--- src/rtl/pulse_gen_pkg.sv ---
// Shared types for the multi-channel pulse/PWM generator.
package pulse_gen_pkg;

    typedef enum logic [1:0] {
        S_IDLE = 2'd0,
        S_RUN  = 2'd1,
        S_ONE  = 2'd2
    } pg_state_t;

endpackage

--- src/rtl/pulse_gen_channel.sv ---
// One pulse/PWM channel: state machine, period counter and config latches.
//
// state  | meaning
// S_IDLE | channel disabled or waiting for a one-shot start; out low
// S_RUN  | continuous mode, restarts every period
// S_ONE  | one-shot mode, returns to S_IDLE after a single period
module pulse_gen_channel
    import pulse_gen_pkg::*;
#(
    parameter int N = 8
) (
    input  logic         clk,
    input  logic         rst_n,
    input  logic         ena,
    input  logic         tick,
    input  logic         ch_ena,
    input  logic         oneshot,
    input  logic         start,
    input  logic [N-1:0] period,
    input  logic [N-1:0] width,
    output logic         out,
    output logic         wrap,
    output logic         busy
);

    pg_state_t    state, state_nxt;
    logic [N-1:0] cnt, cnt_nxt;
    logic [N-1:0] per_l, per_nxt;
    logic [N-1:0] wid_l, wid_nxt;
    logic [N-1:0] cnt_inc;
    logic         out_nxt;
    logic         wrap_nxt;

    assign cnt_inc = cnt + 1'b1;

    always_comb begin
        state_nxt = state;
        cnt_nxt   = cnt;
        per_nxt   = per_l;
        wid_nxt   = wid_l;
        out_nxt   = out;
        wrap_nxt  = 1'b0;

        if (!ch_ena) begin
            state_nxt = S_IDLE;
            cnt_nxt   = '0;
            out_nxt   = 1'b0;
        end else begin
            case (state)
                S_IDLE: begin
                    if (ena && (!oneshot || start)) begin
                        state_nxt = oneshot ? S_ONE : S_RUN;
                        cnt_nxt   = '0;
                        per_nxt   = period;
                        wid_nxt   = width;
                        out_nxt   = (width != '0);
                    end
                end
                S_RUN, S_ONE: begin
                    if (tick) begin
                        if (cnt == per_l) begin
                            wrap_nxt = 1'b1;
                            cnt_nxt  = '0;
                            if (state == S_ONE) begin
                                out_nxt   = 1'b0;
                                state_nxt = S_IDLE;
                            end else begin
                                // new config is only picked up here, so no runt pulses
                                per_nxt = period;
                                wid_nxt = width;
                                out_nxt = (width != '0);
                            end
                        end else begin
                            cnt_nxt = cnt_inc;
                            out_nxt = (cnt_inc < wid_l);
                        end
                    end
                end
                default: state_nxt = S_IDLE;
            endcase
        end
    end

    always_ff @(posedge clk or negedge rst_n) begin
        if (!rst_n) begin
            state <= S_IDLE;
            cnt   <= '0;
            per_l <= '0;
            wid_l <= '0;
            out   <= 1'b0;
            wrap  <= 1'b0;
        end else begin
            state <= state_nxt;
            cnt   <= cnt_nxt;
            per_l <= per_nxt;
            wid_l <= wid_nxt;
            out   <= out_nxt;
            wrap  <= wrap_nxt;
        end
    end

    assign busy = (state != S_IDLE);

endmodule

--- src/rtl/pulse_generator_mc.sv ---
// Multi-channel programmable pulse/PWM generator with a shared tick.
// Optional shared prescaler enabled by defining PULSE_GEN_PRESCALE_EN.
module pulse_generator_mc
    import pulse_gen_pkg::*;
#(
    parameter int N        = 8,
    parameter int CHANNELS = 2,
    parameter int PW       = 8
) (
    input  logic                  clk,
    input  logic                  rst_n,
    input  logic                  ena,
`ifdef PULSE_GEN_PRESCALE_EN
    input  logic [PW-1:0]         prescale,
`endif
    input  logic [CHANNELS-1:0]   ch_ena,
    input  logic [CHANNELS-1:0]   oneshot,
    input  logic [CHANNELS-1:0]   start,
    input  logic [CHANNELS*N-1:0] period,
    input  logic [CHANNELS*N-1:0] width,
    output logic [CHANNELS-1:0]   out,
    output logic [CHANNELS-1:0]   wrap,
    output logic [CHANNELS-1:0]   busy
);

    logic tick;

    if (PW < 1) begin : g_pw_check
        $error("pulse_generator_mc: PW must be at least 1");
    end

`ifdef PULSE_GEN_PRESCALE_EN
    logic [PW-1:0] pcnt;

    assign tick = ena && (pcnt == prescale);

    always_ff @(posedge clk or negedge rst_n) begin
        if (!rst_n) begin
            pcnt <= '0;
        end else if (ena) begin
            pcnt <= tick ? '0 : pcnt + 1'b1;
        end
    end
`else
    assign tick = ena;
`endif

    for (genvar c = 0; c < CHANNELS; c++) begin : g_ch
        pulse_gen_channel #(.N(N)) u_ch (
            .clk     (clk),
            .rst_n   (rst_n),
            .ena     (ena),
            .tick    (tick),
            .ch_ena  (ch_ena[c]),
            .oneshot (oneshot[c]),
            .start   (start[c]),
            .period  (period[c*N +: N]),
            .width   (width[c*N +: N]),
            .out     (out[c]),
            .wrap    (wrap[c]),
            .busy    (busy[c])
        );
    end

endmodule
--- config.mk ---
export PLATFORM = sky130hd
export DESIGN_NAME = pulse_generator_mc
export DESIGN_NICKNAME = d
export VERILOG_FILES = /design/src/rtl/pulse_gen_pkg.sv /design/src/rtl/pulse_gen_channel.sv /design/src/rtl/pulse_generator_mc.sv
export SDC_FILE = /design/constraint.sdc
export NUM_CORES = 1
export LEC_CHECK = 0
export CORE_MARGIN = 1
export CORE_UTILIZATION = 38
export DETAILED_ROUTE_END_ITERATION = 8
export GPL_TIMING_DRIVEN = 0
export SYNTH_ARGS = -nofsm -noshare
export SYNTH_HDL_FRONTEND = slang
export SYNTH_SLANG_ARGS = --single-unit
--- constraint.sdc ---
create_clock -name clk -period 4.75 [get_ports clk]
set_input_delay 0.475 -clock clk [delete_from_list [all_inputs] [get_ports clk]]
set_output_delay 0.475 -clock clk [all_outputs]
set_load 0.005 [all_outputs]
; Yosys cells after proc, flatten, opt, wreduce, memory -nomap -nowiden
; Cells that the tools add are included.
[classes]
n_mux = 64
n_reduce_logical = 22
eq_ne = 24
magnitude_cmp = 2
add_sub_neg = 2
[ops]
columns = op, n
row1 = two-way mux 8 bit, 24
row2 = case mux 8 bit (2 select lines), 6
row3 = two-way mux 2 bit, 12
row4 = two-way mux 1 bit, 18
row5 = inequality test 3 x 2 -> 1 bit (second input constant), 6
row6 = adder 8 x 1 -> 8 bit (second input constant), 2
row7 = equality test 8 bit, 2
row8 = < comparator 8 bit, 2
row9 = nonzero test 8 bit, 2
row10 = AND reduction 6 bit, 2
row11 = inequality test 2 x 1 -> 1 bit (second input constant), 4
row12 = inequality test 2 bit (second input constant), 4
row13 = case mux 2 bit (2 select lines), 2
row14 = AND reduction 4 bit, 2
row15 = nonzero test 2 bit, 4
row16 = inequality test 3 x 1 -> 1 bit (second input constant), 2
row17 = inequality test 3 bit (second input constant), 2
row18 = AND reduction 3 bit, 2
row19 = equality test 2 x 1 -> 1 bit (second input constant), 2
row20 = equality test 2 bit (second input constant), 2
row21 = logical NOT 2 bit, 2
row22 = case mux 1 bit (2 select lines), 2
row23 = OR reduction 2 bit, 2
row24 = logical AND 1 bit, 2
row25 = 2 further kinds, 4
[word_totals]
input_bits = 41
word_cells = 126
out_inout_bits = 6
regBits = 56

; Logic depth before layout (Yosys ltp)
[logic_depth]
ltp_word = 6
ltp_mapped = 10
mapped_depth_nobuf = 10

; Cells and area by module
; Synthesis repeated with hierarchy kept, for this count alone.
[unflattened]
hier_cells = 323
hier_area_um2 = 3370.7
[modules_own_cells]
columns = mod, area_per_inst_um2, instances, cells_per_inst, seq_area_each_um2
row1 = pulse_gen_channel at g_ch[0].u_ch, 1690.4, 1, 159, 700.7
row2 = pulse_gen_channel at g_ch[1].u_ch, 1680.4, 1, 164, 700.7

; Worst setup path after synthesis
; Ideal clock, no wire load.
[synth_timing]
kind = register -> register
start = register g_ch[0].u_ch.cnt[2]
end = register g_ch[0].u_ch.per_l[1]
n_path_buf = 3
required_ns = 4.625
setup_ns = 0.125
path_slack_ns = 2.485
t_arrival_ns = 2.140
period_less_slack_ns = 2.265
stages_incl_launch_ff = 9
path_cell_list = dfrtp_1 > buf_6 > xor2_1 > nor4_4 > nand2_4 > a2111o_1 > buf_6 > buf_12 > mux2_4
[synth_via]
elab_chain_len = 3
[synth_lines]
columns = element, line_no
row1 = "start, declared", pulse_gen_channel.sv:27  ; logic [N-1:0] cnt, cnt_nxt;
row2 = "start signal, assigned", pulse_gen_channel.sv:94  ; cnt <= cnt_nxt;
row3 = equality test 8 bit, pulse_gen_channel.sv:61  ; if (cnt == per_l) begin
row4 = inequality test 2 x 1 -> 1 bit (no source line), --
row5 = AND reduction 6 bit (no source line), --
row6 = "end signal, assigned", pulse_gen_channel.sv:95  ; per_l <= per_nxt;
row7 = "end, declared", pulse_gen_channel.sv:28  ; logic [N-1:0] per_l, per_nxt;
; No other way between the ends.
; A chain may end at the register's enable or synchronous reset.

; Final worst setup path
[layout_timing]
start = register g_ch[1].u_ch.state[0]
end = register g_ch[1].u_ch.wid_l[7]
[layout_via]
elab_chain_len = 4
word_cells_on_any_way = 11
cone_classes = 6 x eq/ne / 1 x mux / 4 x reduce/logical
[layout_lines]
columns = element, line_no
row1 = "start, declared", pulse_gen_channel.sv:26  ; pg_state_t state, state_nxt;
row2 = "start signal, assigned", pulse_gen_channel.sv:93  ; state <= state_nxt;
row3 = equality test 2 x 1 -> 1 bit / equality test 2 bit (equally long branches), "pulse_gen_channel.sv:49, pulse_gen_channel.sv:64"
row4 = OR reduction 2 bit, pulse_gen_channel.sv:49  ; case (state)
row5 = inequality test 2 x 1 -> 1 bit (no source line) (tied with other cells), --
row6 = AND reduction 6 bit (no source line), --
row7 = "end signal, assigned", pulse_gen_channel.sv:96  ; wid_l <= wid_nxt;
row8 = "end, declared", pulse_gen_channel.sv:29  ; logic [N-1:0] wid_l, wid_nxt;
; Several ways; a longest one is shown, not always the timed one.

==> impl_metrics.json <==
{
  "status": "completed",
  "grt_overflow_total": 0,
  "track_usage_pct": 16.0,
  "slew_headroom_pct": 57.3,
  "final.setup.tns_ps": 0,
  "cts_setup_buffers": 0,
  "gp_congestion": 0.782,
  "hold_viol": 0,
  "netlist_area_um2": 3290,
  "synth_edf_count": 0,
  "synth_top_area_share_pct": 42.6,
  "clockBufferDepth": 2,
  "num_antenna_cells": 0,
  "num_vias": 2380,
  "start_util_pct": 39.7,
  "fin_util_pct": 48.0,
  "holdBufCountCts": 0,
  "cts_buffers": 5,
  "reg2reg_slack_ps": 2130,
  "synthFlopType": "dfrtp_1",
  "grt_antenna_before_repair": 0,
  "p_leak_nw": 1.96,
  "rsz0062_at_grt": "no",
  "synth_area_leaders": "dfrtp_1, ha_1, mux2_2",
  "worst_setup_path_start_kind": "flip-flop",
  "total_power_mw": 1.89,
  "setup_violations": 0,
  "min_period_ps": 2620,
  "synth_top_cells_by_count": "dfrtp_1, inv_1, nand2_1",
  "cts_sinks": 56,
  "max_cap_viol_count": 0,
  "clk_latency_ps": 310,
  "cp_max_fo": 10,
  "final_antenna_net_count": 0,
  "yosysUniqueCellTypes": 51,
  "cts_tree": "done",
  "peakVddDrop_v": 0.000195,
  "first_global_vias": 2486,
  "fin_crit_sh_pct": 55.1,
  "via_per_inst": 5.16,
  "root_buffer": "clkbuf_8",
  "netlist_instances": 302,
  "final_cells": 461,
  "drive_above_1_share_pct": 16.3,
  "portBuffers": 45,
  "crit_arrival_ps": 2820,
  "hpwl_mm": 5.23,
  "post_dp_cell_area_um2": 3890,
  "wl_per_cell_um": 14.4,
  "syn_nets": 363,
  "yosys_register_bits": 56,
  "synth_top_cell_by_area": "dfrtp_1",
  "finalInstanceArea_um2": 3980,
  "nNetsFinal": 416,
  "drt_iter0_drc": 49,
  "area_growth_pct": 20.9,
  "ios": 47,
  "end_kind": "flip-flop",
  "yosysSeqAreaShare_pct": 42.6,
  "drv_slew": 0,
  "clk_pin_slew_ps": 110,
  "post-place-cells": 453,
  "htree_levels": 2,
  "synth_most_common_cell": "dfrtp_1",
  "worst_slew_pin_slew_ps": 640,
  "holdWs_ps": 169,
  "core_area_um2": 8300,
  "yosys_warnings": 0,
  "fmax_mhz": 382,
  "hold_path_class": "input pin to async pin",
  "layout_setup_ws_ps": 2130,
  "cts-resized-gates": 0,
  "path_class": "flip-flop to flip-flop",
  "cp_data_required_time_ps": 4960,
  "wirelength_mm": 6.63,
  "die_y_um": 95.1,
  "drtPass1Iterations": 4,
  "pre_cts_ws_ps": 1930,
  "grt_pass1_wl_mm": 11.2,
  "syn_area_per_cell_um2": 10.9,
  "dieWidth_um": 95.1,
  "powerDensity_nw_per_um2": 475,
  "remaining_drc_errors": 0,
  "fin_worst_skew_ps": 8.86,
  "synthArstFlopShare_pct": 100,
  "grt_max_degree": 30,
  "core.rowCount": 33,
  "die-area_um2": 9040
}
## registers in the layout, indices dropped and copies added (netlist names)
register,cells
g_ch.u_ch.state,4
g_ch.u_ch.per_l,16
g_ch.u_ch.wrap,2
g_ch.u_ch.out,2
g_ch.u_ch.cnt,16
g_ch.u_ch.wid_l,16
## cell usage in the layout, fill, tap and decap left out, types with 2 or more instances in the layout
cell,Yosys,routed
buf_4,6,6
a21boi_0,2,2
nor4_1,6,6
nand2_1,24,24
xor2_1,21,21
ha_1,20,20
xnor2_1,7,7
inv_1,25,25
clkbuf_1,6,6
buf_12,1,2
o21ai_0,10,10
nand4_1,7,7
clkdlybuf4s50_1,0,44
o211ai_1,2,2
buf_6,2,2
and2_1,3,3
a32oi_1,2,2
a21o_1,6,6
and3_1,5,5
a32o_1,5,5
a21oi_1,5,5
nor2_1,7,7
clkbuf_8,0,5
mux2_2,22,22
mux2_4,10,10
nor4_4,2,2
mux2i_1,3,3
dfrtp_1,56,56
nand3_1,13,13
## report_power, final
part	internal, mW	switching (mW)	total (mW)
logic	0.471	0.394	0.866
clock network	0.106	0.164	0.270
registers	0.646	0.110	0.756
## layout make-up
class                           instances  area (µm²)
Buffer                                 16         114
Clock buffer                            5        68.8
Clock inverter                          3        22.5
Fill cell                             802        4320
Inverter                               25        93.8
Multi-Input combinational cell        205        1680
Sequential cell                        56        1400
Tap cell                              105         131
Timing Repair Buffer                   46         465
## per-layer routing
layer / global-route usage, % / vias up / share of wire (%)
li1: - / 1179 / -
met2: 28.4 / 35 / 50
met1: 19.6 / 1156 / 46
met4: 4.92 / 0 / 1.1
met5: 0 / - / 0
met3: 2.71 / 10 / 2.8
## logic make-up (layout without fill, tap and decap cells)
group / count (synthesis) / after routing / synth area share [%]
AOI/OAI and AO/OA: 47 / 47 / 10.5
xor gates and xnor gates: 28 / 28 / 7.45
adders and majority gates: 20 / 20 / 7.60
buffers and inverters: 41 / 95 / 6.31
DFF: 56 / 56 / 42.6
muxes: 35 / 35 / 13.0
and+or+nand+nor: 75 / 75 / 12.6
## critical path, cell delays in order (launching register included)
cell,delay (ps)
dfrtp_1,360
inv_1,60
ha_1,350
o2111ai_1,350
a211o_1,180
clkbuf_1,310
buf_1,490
mux2_2,400
## path summary, 6_finish.rpt
path / from / end / cells past startpoint
worst min register to register: g_ch[0].u_ch.wid_l[6]$_DFFE_PN0P_ / g_ch[0].u_ch.wid_l[6]$_DFFE_PN0P_ / 1
worst min-delay path: rst_n / g_ch[1].u_ch.per_l[0]$_DFFE_PN0P_ / 1
max in group asynchronous: rst_n / g_ch[0].u_ch.cnt[6]$_DFFE_PN0P_ / 2
worst max register to register: g_ch[1].u_ch.state[0]$_DFFE_PN0P_ / g_ch[1].u_ch.wid_l[7]$_DFFE_PN0P_ / 7
worst max-delay path: g_ch[1].u_ch.state[0]$_DFFE_PN0P_ / g_ch[1].u_ch.wid_l[7]$_DFFE_PN0P_ / 7
min in group clk: g_ch[0].u_ch.wid_l[6]$_DFFE_PN0P_ / g_ch[0].u_ch.wid_l[6]$_DFFE_PN0P_ / 1
(Power assumes the default switching activity.)
